`src/rtl/imm_extend_pipe.sv`:
```
// LEGv8 immediate extractor/extender for the decode stage, with a registered
// valid/ready output stage backed by a single skid entry.
module imm_extend_pipe #(
    parameter int OUT_W    = 64,
    parameter int SHIFT_BR = 1,
    parameter int INSTR_W  = 32
) (
    input  logic               clk,
    input  logic               reset,
    input  logic               in_valid,
    output logic               in_ready,
    input  logic [INSTR_W-1:0] in_instr,
    input  logic [2:0]         in_fmt,
    output logic               out_valid,
    input  logic               out_ready,
    output logic [OUT_W-1:0]   out_imm,
    output logic               out_err
);

    generate
        if (OUT_W < 32 || OUT_W > 64) begin : g_bad_out_w
            $error("imm_extend_pipe: OUT_W must be within 32..64");
        end
        if (INSTR_W != 32) begin : g_bad_instr_w
            $error("imm_extend_pipe: INSTR_W must be 32");
        end
    endgenerate

    localparam logic [2:0] FMT_I  = 3'd0;
    localparam logic [2:0] FMT_D  = 3'd1;
    localparam logic [2:0] FMT_CB = 3'd2;
    localparam logic [2:0] FMT_B  = 3'd3;
    localparam logic [2:0] FMT_IW = 3'd4;

    // Bit 0 doubles as "M holds an entry", bit 1 as "S holds an entry".
    typedef enum logic [1:0] {
        ST_EMPTY = 2'b00,
        ST_ONE   = 2'b01,
        ST_FULL  = 2'b11
    } occ_e;

    occ_e             state_r;
    occ_e             state_s;
    logic [OUT_W-1:0] m_imm_r;
    logic             m_err_r;
    logic [OUT_W-1:0] s_imm_r;
    logic             s_err_r;
    logic [64:0]      ext_s;
    logic [OUT_W-1:0] new_imm_s;
    logic             new_err_s;
    logic             in_xfer_s;
    logic             out_xfer_s;
    logic             m_load_new_s;
    logic             m_load_skid_s;
    logic             m_clear_s;
    logic             s_load_s;
    logic             s_clear_s;
    logic             unused_s;

    // Returns {err, imm64}; everything is formed at 64 bits and truncated later.
    function automatic logic [64:0] ext_imm(input logic [31:0] instr, input logic [2:0] fmt);
        logic [63:0] wide;
        logic        err;
        wide = 64'd0;
        err  = 1'b0;
        case (fmt)
            FMT_I:  wide = {52'd0, instr[21:10]};
            FMT_D:  wide = {{55{instr[20]}}, instr[20:12]};
            FMT_CB: begin
                wide = {{45{instr[23]}}, instr[23:5]};
                if (SHIFT_BR != 0) wide = {wide[61:0], 2'b00};
                else               wide = wide;
            end
            FMT_B:  begin
                wide = {{38{instr[25]}}, instr[25:0]};
                if (SHIFT_BR != 0) wide = {wide[61:0], 2'b00};
                else               wide = wide;
            end
            FMT_IW: wide = {48'd0, instr[20:5]} << {instr[22:21], 4'b0000};
            default: begin
                wide = 64'd0;
                err  = 1'b1;
            end
        endcase
        return {err, wide};
    endfunction

    assign ext_s     = ext_imm(in_instr[31:0], in_fmt);
    assign new_imm_s = ext_s[OUT_W-1:0];
    assign new_err_s = ext_s[64];
    assign unused_s  = ^{in_instr[INSTR_W-1:26], ext_s[64:OUT_W]};

    assign in_ready   = ~state_r[1];
    assign out_valid  = state_r[0];
    assign out_imm    = m_imm_r;
    assign out_err    = m_err_r;
    assign in_xfer_s  = in_valid & in_ready;
    assign out_xfer_s = out_valid & out_ready;

    // Occupancy next-state and register load steering.
    always_comb begin
        state_s       = state_r;
        m_load_new_s  = 1'b0;
        m_load_skid_s = 1'b0;
        m_clear_s     = 1'b0;
        s_load_s      = 1'b0;
        s_clear_s     = 1'b0;
        case (state_r)
            ST_EMPTY: begin
                if (in_xfer_s) begin
                    state_s      = ST_ONE;
                    m_load_new_s = 1'b1;
                end else begin
                    state_s = ST_EMPTY;
                end
            end
            ST_ONE: begin
                if (in_xfer_s && out_xfer_s) begin
                    m_load_new_s = 1'b1;
                end else if (in_xfer_s) begin
                    state_s  = ST_FULL;
                    s_load_s = 1'b1;
                end else if (out_xfer_s) begin
                    state_s   = ST_EMPTY;
                    m_clear_s = 1'b1;
                end else begin
                    state_s = ST_ONE;
                end
            end
            ST_FULL: begin
                if (out_xfer_s) begin
                    state_s       = ST_ONE;
                    m_load_skid_s = 1'b1;
                    s_clear_s     = 1'b1;
                end else begin
                    state_s = ST_FULL;
                end
            end
            default: begin
                state_s   = ST_EMPTY;
                m_clear_s = 1'b1;
                s_clear_s = 1'b1;
            end
        endcase
    end

    // State and entry registers; M is zeroed when empty so outputs gate to 0.
    always_ff @(posedge clk) begin
        if (reset) begin
            state_r <= ST_EMPTY;
            m_imm_r <= {OUT_W{1'b0}};
            m_err_r <= 1'b0;
            s_imm_r <= {OUT_W{1'b0}};
            s_err_r <= 1'b0;
        end else begin
            state_r <= state_s;
            if (m_load_new_s) begin
                m_imm_r <= new_imm_s;
                m_err_r <= new_err_s;
            end else if (m_load_skid_s) begin
                m_imm_r <= s_imm_r;
                m_err_r <= s_err_r;
            end else if (m_clear_s) begin
                m_imm_r <= {OUT_W{1'b0}};
                m_err_r <= 1'b0;
            end
            if (s_load_s) begin
                s_imm_r <= new_imm_s;
                s_err_r <= new_err_s;
            end else if (s_clear_s) begin
                s_imm_r <= {OUT_W{1'b0}};
                s_err_r <= 1'b0;
            end
        end
    end

endmodule

```
`config.mk`:
```
export PLATFORM = sky130hd
export DESIGN_NAME = imm_extend_pipe
export DESIGN_NICKNAME = d
export VERILOG_FILES = /design/src/rtl/imm_extend_pipe.sv
export SDC_FILE = /design/constraint.sdc
export NUM_CORES = 1
export LEC_CHECK = 0
export ABC_CLOCK_PERIOD_IN_PS = 2400
export CAP_MARGIN = 20
export CORE_ASPECT_RATIO = 1.4
export CORE_MARGIN = 4
export CORE_UTILIZATION = 54
export CTS_CLUSTER_SIZE = 30
export DETAILED_ROUTE_END_ITERATION = 10
export GPL_TIMING_DRIVEN = 0
export MAX_ROUTING_LAYER = met4
export PLACE_DENSITY = 0.8
export SLEW_MARGIN = 10
export SYNTH_ARGS = -nofsm -noshare
export SYNTH_HDL_FRONTEND = slang
export SYNTH_SLANG_ARGS = --single-unit
```
`constraint.sdc`:
```
create_clock -name clk -period 2.4 [get_ports clk]
set_input_delay 0.48 -clock clk [delete_from_list [all_inputs] [get_ports clk]]
set_output_delay 0.48 -clock clk [all_outputs]
set_load 0.01 [all_outputs]
```
## Word-level counts from Yosys, hierarchy flattened

Cells that the tools add are included.

- Register bits after elaboration: 132
- Bits in latches: 0
- Memory bits (writable): 0
- ROM bits: 0
- Memories: 0

- Add/sub/neg operators: 0
- $mul: 0
- Div/mod/pow operators: 0
- $lt $le $gt $ge: 0
- Equality and inequality tests: 7
- Shift operators: 1
- Muxes and demuxes: 29
- Bitwise operators: 3
- Reductions and logical operators: 8

Operator list:

| cell | number |
|---|---|
| 64-bit 2-to-1 mux | 5 |
| 64-bit case mux with 5 select lines | 1 |
| 16-bit by 6-bit left shift with 64-bit output | 1 |
| 1-bit 2-to-1 mux | 16 |
| 3-bit by 2-bit == test with 1-bit output, second input constant | 2 |
| 2-bit 2-to-1 mux | 3 |
| 1-bit case mux with 2 select lines | 3 |
| 2-bit case mux with 3 select lines | 1 |
| 5-bit OR reduction | 1 |
| 2-bit OR reduction | 2 |
| 3-bit by 1-bit == test with 1-bit output, second input constant | 1 |
| 3-bit == test, second input constant | 1 |
| 3-bit logical NOT | 1 |
| 3-bit nonzero test | 1 |
| 1-bit AND | 2 |
| 2-bit by 1-bit == test with 1-bit output, second input constant | 1 |
| 2-bit == test, second input constant | 1 |
| 2-bit logical NOT | 1 |
| 2-bit != test, second input constant | 1 |
| 2-bit nonzero test | 1 |
| 1-bit logical AND | 1 |
| 1-bit NOT | 1 |

## Depth between registers and ports, before layout

Gate-level depths: netlist (run 1).

- Depth after elaboration: 8
- Gate-level depth with buffers: 9

## Worst setup path after synthesis (run 1)

Ideal clock, no wire load.

- Path kind: register to register
- From: register state_r[0]
- To: register m_imm_r[20], in the netlist out_imm[20]
- Arrival time: 1.917 ns
- Data required time: 2.314 ns
- Slack: 0.398 ns
- Stages on the path, launching flop included: 9
- Buffers on the path: 2
- Path through: dfxtp_1 > inv_1 > ha_1 > or2_1 > a21oi_2 > buf_2 > buf_2 > a21oi_1 > a211oi_1

- Longest elaborated chain between the ends: 6
- Elaborated cells between the ends (all ways): 16
- Classes of those cells: eq/ne (2); mux (9); bitwise (1); reduce/logical (4)

Ends and longest elaborated chain:

| element | line | text |
|---|---|---|
| from (decl) | 42 | `occ_e state_r;` |
| from (signal assigned) | 156 | `state_r <= state_s;` |
| 1-bit AND | 98 | `assign out_xfer_s = out_valid & out_ready;` |
| 1-bit 2-to-1 mux | 123, 131 |  |
| 1-bit 2-to-1 mux | 120 | `end else if (in_xfer_s) begin` |
| 1-bit 2-to-1 mux | 118 | `if (in_xfer_s && out_xfer_s) begin` |
| 1-bit case mux with 2 select lines | 108 | `case (state_r)` |
| 3-bit nonzero test (no line) | -- |  |
| to (signal assigned) | 151 | `m_imm_r <= {OUT_W{1'b0}};` |
| to (signal assigned) | 158 | `m_imm_r <= new_imm_s;` |
| to (signal assigned) | 161 | `m_imm_r <= s_imm_r;` |
| to (decl) | 44 | `logic [OUT_W-1:0] m_imm_r;` |

Parallel ways exist; a longest one is shown, timed or not.
A chain may end at the register's enable or synchronous reset.

## Worst setup path after layout (run 1)

- From: register state_r[0]
- To: register m_imm_r[48], in the netlist out_imm[48]

Same word-level chain as after synthesis.

==> flow_metrics.tcl, run 1 <==
set metrics [dict create \
    gp_congestion 1.01 \
    antennaDiodeCount 0 \
    clock-sinks 132 \
    setup_viol 0 \
    drv_cap 0 \
    grt_overflow 0 \
    vias_per_cell 6.91 \
    cts_tree "done" \
    firstDrtPassIters 6 \
    status "completed" \
    drtIter0Drc 584 \
    post_cts_buffers 0 \
    die-area_sq_um 14300 \
    drt.antenna.violating_nets 0 \
    grt_max_degree 17 \
    syn-num-nets 764 \
    cts_max_level 4 \
    clockPowerShare_pct 36.5 \
    clockBufferDepth 2 \
    die_x_um 102 \
    drive_gt1_share_pct 14.2 \
    comb_power_share_pct 28.5 \
    path_buf_inv 4 \
    vias 6912 \
    endpoint_kind "register" \
    instances_no_fill 1000 \
    avgSynthCellArea_sq_um 9.34 \
    total_power_mw 7.25 \
    crit_chain "inv_1 -> ha_1 -> nand2b_1 -> and3_1 -> buf_2 -> buf_4 -> clkbuf_4 -> a21oi_1 -> a211oi_1" \
    final_util_pct 70.1 \
    tightest_slew_ns 0.759 \
    dp.cells 968 \
    synthesis.area_sq_um 6740 \
    synth-main-ff-cell "dfxtp_1" \
    root_buffer "clkbuf_16" \
    synth_cell_type_count 61 \
    fmaxAchievable_mhz 437 \
    avgRoutedWirePerCell_um 24.2 \
    cts_hold_buffers 0 \
    seq_area_frac_synth_pct 39.2 \
    period_share_pct 95.3 \
    antenna_found_initial 0 \
    p_int_mw 4.89 \
    clkTransAtPathRegs_ns 0.06 \
    syn_inst 721 \
    synth_edf_count 0 \
    crit_required_ns 2.72 \
    max_stage_delay_ns 0.43 \
    fin_worst_skew_ns 0.0126 \
    cp_data_arrival_time_ns 2.61 \
    slew_violations 0 \
    slowest_stage "dfxtp_2" \
    layout.nets 880 \
    final.min_clock_period_ns 2.29 \
    grt_use_total_pct 34.8 \
    hold_viol 0 \
    vdd_ir_drop_max_v 0.000502 \
    fp-row-count 48 \
    leakage_nw 2.99 \
    initial_utilization_pct 55.0 \
    wl_um 24200 \
    grt_pass1_wl_um 37700 \
    area_delta_synth_final_pct 27.5 \
    cp_top_family "buffers and inverters" \
    crit_fanout 10 \
    grt_pass1_vias 6964 \
    ys_ff_latch 132 \
    clkLatencyLatePin_ns 0.42 \
    hpwl_um 17200 \
    slew_headroom_pct 48.9 \
    synthArstFlopShare_pct 0 \
    start_kind "register" \
    pin_count 106 \
    worst_hold_path_type "reg2reg" \
    die_h_um 140 \
    swShare_pct 32.5 \
    cts_buffers 17 \
    drc 0 \
    p_sw_mw 2.36 \
    powerDensity_nw_per_um2 845 \
    yosysWarnings 0 \
    path_class "reg2reg" \
    seqPwrFrac_pct 35.0 \
    io_buffer_count 97 \
    fillers 985 \
    core_region_area_sq_um 12300 \
]
[logic make-up (layout without fill, tap and decap cells)]
family / count (synthesis) / count (layout) / share of synthesized area (%)
simple gates: 109 / 109 / 8.86
fa+ha+maj: 4 / 4 / 0.743
flops: 132 / 132 / 39.2
mux: 17 / 17 / 4.22
compound gates: 364 / 364 / 40.1
buf+inv: 95 / 224 / 6.87
[registers in the layout, indices dropped and copies added (netlist names)]
signal / flops
out_err: 1
s_imm_r: 64
s_err_r: 1
state_r: 2
out_imm: 64
[routing by layer]
metal / vias up / part of all wire [%] / track usage [%]
li1: 3069 / - / -
met1: 3314 / 37 / 40.3
met2: 411 / 48 / 55.2
met3: 118 / 8.3 / 6.93
met4: 0 / 5.9 / 20.5
met5: - / 0 / -
[placed cells by master (no fill, tap or decap), drive strengths merged, types with 3 or more instances in the layout]
cell type / count
dfxtp: 132
clkdlybuf4s50: 97
a211oi: 97
clkbuf: 78
a21oi: 68
o21ai: 62
o2bb2ai: 48
a2bb2oi: 38
nor2: 33
buf: 26
a32o: 18
nand2: 18
and3: 14
nor3: 12
inv: 12
a221oi: 10
mux4: 9
nand3: 8
mux2i: 7
a22oi: 7
clkinvlp: 6
nand4b: 4
ha: 4
and2: 4
a311oi: 4
clkinv: 3
[what timing repair did]
action / 4_1_cts / 5_1_grt
gates resized for setup: 9 / 40
pin swaps: 0 / 1
endpoints found under the setup margin: 69 / 113
[final timing paths]
kind              slack [ns]                        to  cells after the start                      from
hold / removal          0.46  s_imm_r[26]$_SDFFE_PP0P_                      2  s_imm_r[26]$_SDFFE_PP0P_
setup reg to reg        0.11  out_imm[48]$_SDFFE_PP0P_                      9   state_r[0]$_SDFFE_PP0N_
setup / recovery        0.11  out_imm[48]$_SDFFE_PP0P_                      9   state_r[0]$_SDFFE_PP0N_
hold reg to reg         0.46  s_imm_r[26]$_SDFFE_PP0P_                      2  s_imm_r[26]$_SDFFE_PP0P_
[Yosys cell counts (all sizes together) (7+ instances only)]
library cell | number | area, sq um
and3 | 14 | 87.6
o2bb2ai | 48 | 420
a22oi | 7 | 66.3
a21oi | 68 | 344
nor3 | 12 | 60.1
a211oi | 97 | 743
mux2i | 7 | 70.1
a32o | 18 | 180
nor2 | 33 | 131
mux4 | 9 | 203
inv | 9 | 33.8
a2bb2oi | 38 | 358
nand3 | 8 | 40.0
a221oi | 10 | 125
dfxtp | 132 | 2640
clkbuf | 49 | 186
o21ai | 62 | 310
buf | 36 | 239
nand2 | 18 | 67.6
[power groups by stage]
stage               logic [mW]  registers [mW]  clock network [mW]
global placement          1.94            2.57                   0
CTS                       2.00            2.53                2.66
floorplan                 1.06            2.65                   0
detailed placement        1.98            2.58                   0
global route              2.21            2.56                2.76
finish                    2.07            2.54                2.65
[metrics by stage]
step	setup slack (ns)	hold slack (ns)	cell area, sq um	setup TNS, ns
floorplan	0.398	0.432	6740	0
global placement	-0.239	0.440	7890	-14.84
detailed placement	-0.258	0.448	7890	-17.72
CTS	0.00527	0.456	8520	0
global route	-0.0142	0.490	8590	-0.0316
finish	0.114	0.456	8590	0
[area by class of cell]
| type | instances | area [sq um] | area share, % |
|---|---|---|---|
| clock buffers | 19 | 453 | 5.28 |
| repair buffers | 97 | 971 | 11.3 |
| inverters | 10 | 37.5 | 0.437 |
| plain buffers | 85 | 485 | 5.65 |
| well taps | 150 | 188 | 2.19 |
| multi-input cells | 494 | 3660 | 42.6 |
| clock inverters | 13 | 149 | 1.73 |
| flip-flops and latches | 132 | 2650 | 30.8 |
[worst reg2reg max path, stage by stage (launching register included)]
cell and delay, ns:
dfxtp_2 0.43, inv_1 0.10, ha_1 0.30, nand2b_1 0.14, and3_1 0.17, buf_2 0.20, buf_4 0.24, clkbuf_4 0.24
a21oi_1 0.08, a211oi_1 0.28
Note: power is estimated with default switching activity, not from simulation.
==> inputs of run 2 (changes only) <==
- ABC_CLOCK_PERIOD_IN_PS: 2400 -> 2850
- CORE_UTILIZATION: 54 -> 58
- PLACE_DENSITY: 0.8 -> 0.85
- clock period: 2.4 -> 2.85 ns (I/O delays scaled with it)
==> run 2 against run 1 <==
- sequential share of layout area is essentially flat
- power shrank 11%
- sequential power down 16%
- via count is 2.3% higher
- critical path type unchanged
- critical endpoint is now out_imm[59]$_SDFFE_PP0P_
- highest routed layer unchanged
==> flow_metrics.tcl, run 2 (synthesis results as in run 1) <==
set metrics [dict create \
    cts_hold_buffers 0 \
    fillers 800 \
    drt.antenna.violating_nets 0 \
    die_h_um 136 \
    endpoint_kind "register" \
    worst_hold_path_type "reg2reg" \
    setup_tns_ns 0 \
    status "completed" \
    drive_gt1_share_pct 12.1 \
    fmaxAchievable_mhz 377 \
    root_buffer "clkbuf_16" \
    path_class "reg2reg" \
    grt_max_degree 17 \
    tightest_slew_ns 0.861 \
    crit_chain "inv_1 -> ha_1 -> or2_1 -> a21oi_2 -> buf_2 -> buf_2 -> a21oi_1 -> a211oi_1" \
    initial_utilization_pct 59.4 \
    slew_violations 0 \
    die-area_sq_um 13400 \
    grt_pass1_wl_um 37700 \
    grt_use_total_pct 36.8 \
    pre_cts_ws_ns 0.138 \
    path_buf_inv 3 \
    hpwl_um 16400 \
    min_from "s_imm_r[20]$_SDFFE_PP0P_" \
    setup_viol 0 \
    die_x_um 99.1 \
    cp_data_arrival_time_ns 2.98 \
    clock-sinks 132 \
    vias_per_cell 7.11 \
    whs_path_depth 2 \
    layout_commonest_cell "dfxtp_1" \
    vdd_ir_drop_max_v 0.000493 \
    seq_area_sq_um 2640 \
    firstDrtPassIters 5 \
    clkLatencyLatePin_ns 0.43 \
    vias 7071 \
    grt_overflow 0 \
    grt_setup_unrepaired "false" \
    avgRoutedWirePerCell_um 24.4 \
    cts_buffers 17 \
    start_kind "register" \
    cts_tree "done" \
    crit_required_ns 3.18 \
    period_share_pct 93.0 \
    crit_fanout 10 \
    fin_worst_skew_ns 0.00420 \
    multiInputGateArea_sq_um 3630 \
    drc 0 \
    pin_count 106 \
    drv_cap 0 \
    cp_top_family "buffers and inverters" \
    max_stage_delay_ns 0.50 \
    layout.nets 880 \
    clkTransAtPathRegs_ns 0.06 \
    drtIter0Drc 641 \
    fp-row-count 46 \
    grt_pass1_vias 6946 \
    hold_viol 0 \
    post_cts_buffers 0 \
    area_delta_synth_final_pct 27.5 \
    antennaDiodeCount 0 \
    post_cts_resized 0 \
    gp_congestion 1.01 \
    io_buffer_count 97 \
    wl_um 24200 \
    leakage_nw 3.00 \
    total_power_mw 6.45 \
    worst_slack_ns 0.200 \
    slew_headroom_pct 42.0 \
    antenna_found_initial 0 \
    layout.cells.most_common_list "dfxtp_1, clkdlybuf4s50_1, a211oi_1" \
    slowest_stage "dfxtp_1" \
    clockBufferDepth 2 \
    powerDensity_nw_per_um2 752 \
    final_util_pct 75.7 \
    cts_max_level 4 \
    reg2reg_depth 8 \
    core_region_area_sq_um 11300 \
    path_depth 8 \
    final.min_clock_period_ns 2.65 \
    cp_common_cell "buf_2" \
    startpoint "state_r[0]$_SDFFE_PP0N_" \
    r2r_start "state_r[0]$_SDFFE_PP0N_" \
]
-- run 2: cell types whose count changed in the layout (fill, tap and decap cells not counted), moves of 2 or more --
cell,previous run,this run
a211oi_1,92,94
buf_2,7,23
buf_4,9,4
bufinv_16,2,6
clkbuf_1,34,47
clkbuf_2,15,2
clkbuf_4,10,0
clkbuf_8,2,4
clkinvlp_4,6,3
dfxtp_1,130,132
dfxtp_2,2,0
inv_6,3,1
-- run 2: worst paths after layout --
check / endpoint / slack, ns
max: out_imm[59]$_SDFFE_PP0P_ / 0.20
min: s_imm_r[20]$_SDFFE_PP0P_ / 0.47
max reg2reg: out_imm[59]$_SDFFE_PP0P_ / 0.20
min reg2reg: s_imm_r[20]$_SDFFE_PP0P_ / 0.47
-- run 2: power breakdown --
part           total [mW]  leakage (nW)  internal (mW)  switching (mW)
combinational        1.71          1.59          0.723           0.989
clock                2.60         0.332           1.74           0.865
sequential           2.14          1.08           2.03           0.109
total                6.45          3.00           4.49            1.96
-- run 2: stage by stage --
stage          std cells  hold WS (ns)  area (sq um)
2_1_floorplan        721         0.432          6740
3_3_place_gp         962         0.440          7890
3_5_place_dp         962         0.445          7890
4_1_cts              994         0.465          8590
5_1_grt              994         0.481          8590
6_report             994         0.467          8590
-- run 2: worst reg2reg max path, cell delays in order, from the launching register on --
cell	delay, ns
dfxtp_1	0.50
inv_1	0.12
ha_1	0.27
or2_1	0.27
a21oi_2	0.35
buf_2	0.34
buf_2	0.33
a21oi_1	0.12
a211oi_1	0.27
-- run 2: layer usage --
metal / share of wire (%) / vias to the layer above / routed length [um] / track usage (%)
li1: - / 3079 / - / -
met1: 36 / 3362 / 8790 / 42.0
met4: 6.4 / 0 / 1550 / 22.2
met2: 47 / 488 / 11500 / 58.0
met3: 9.9 / 142 / 2410 / 9.07
met5: 0 / - / 0 / -
-- run 2: final cells by class --
cell class	instances	area share, %
multi-input combinational	494	42.3
clock buffer	21	5.60
clock inverter	11	2.56
tap	144	2.10
timing repair buffer	97	11.3
inverter	10	0.437
buffer	85	4.95
sequential	132	30.8
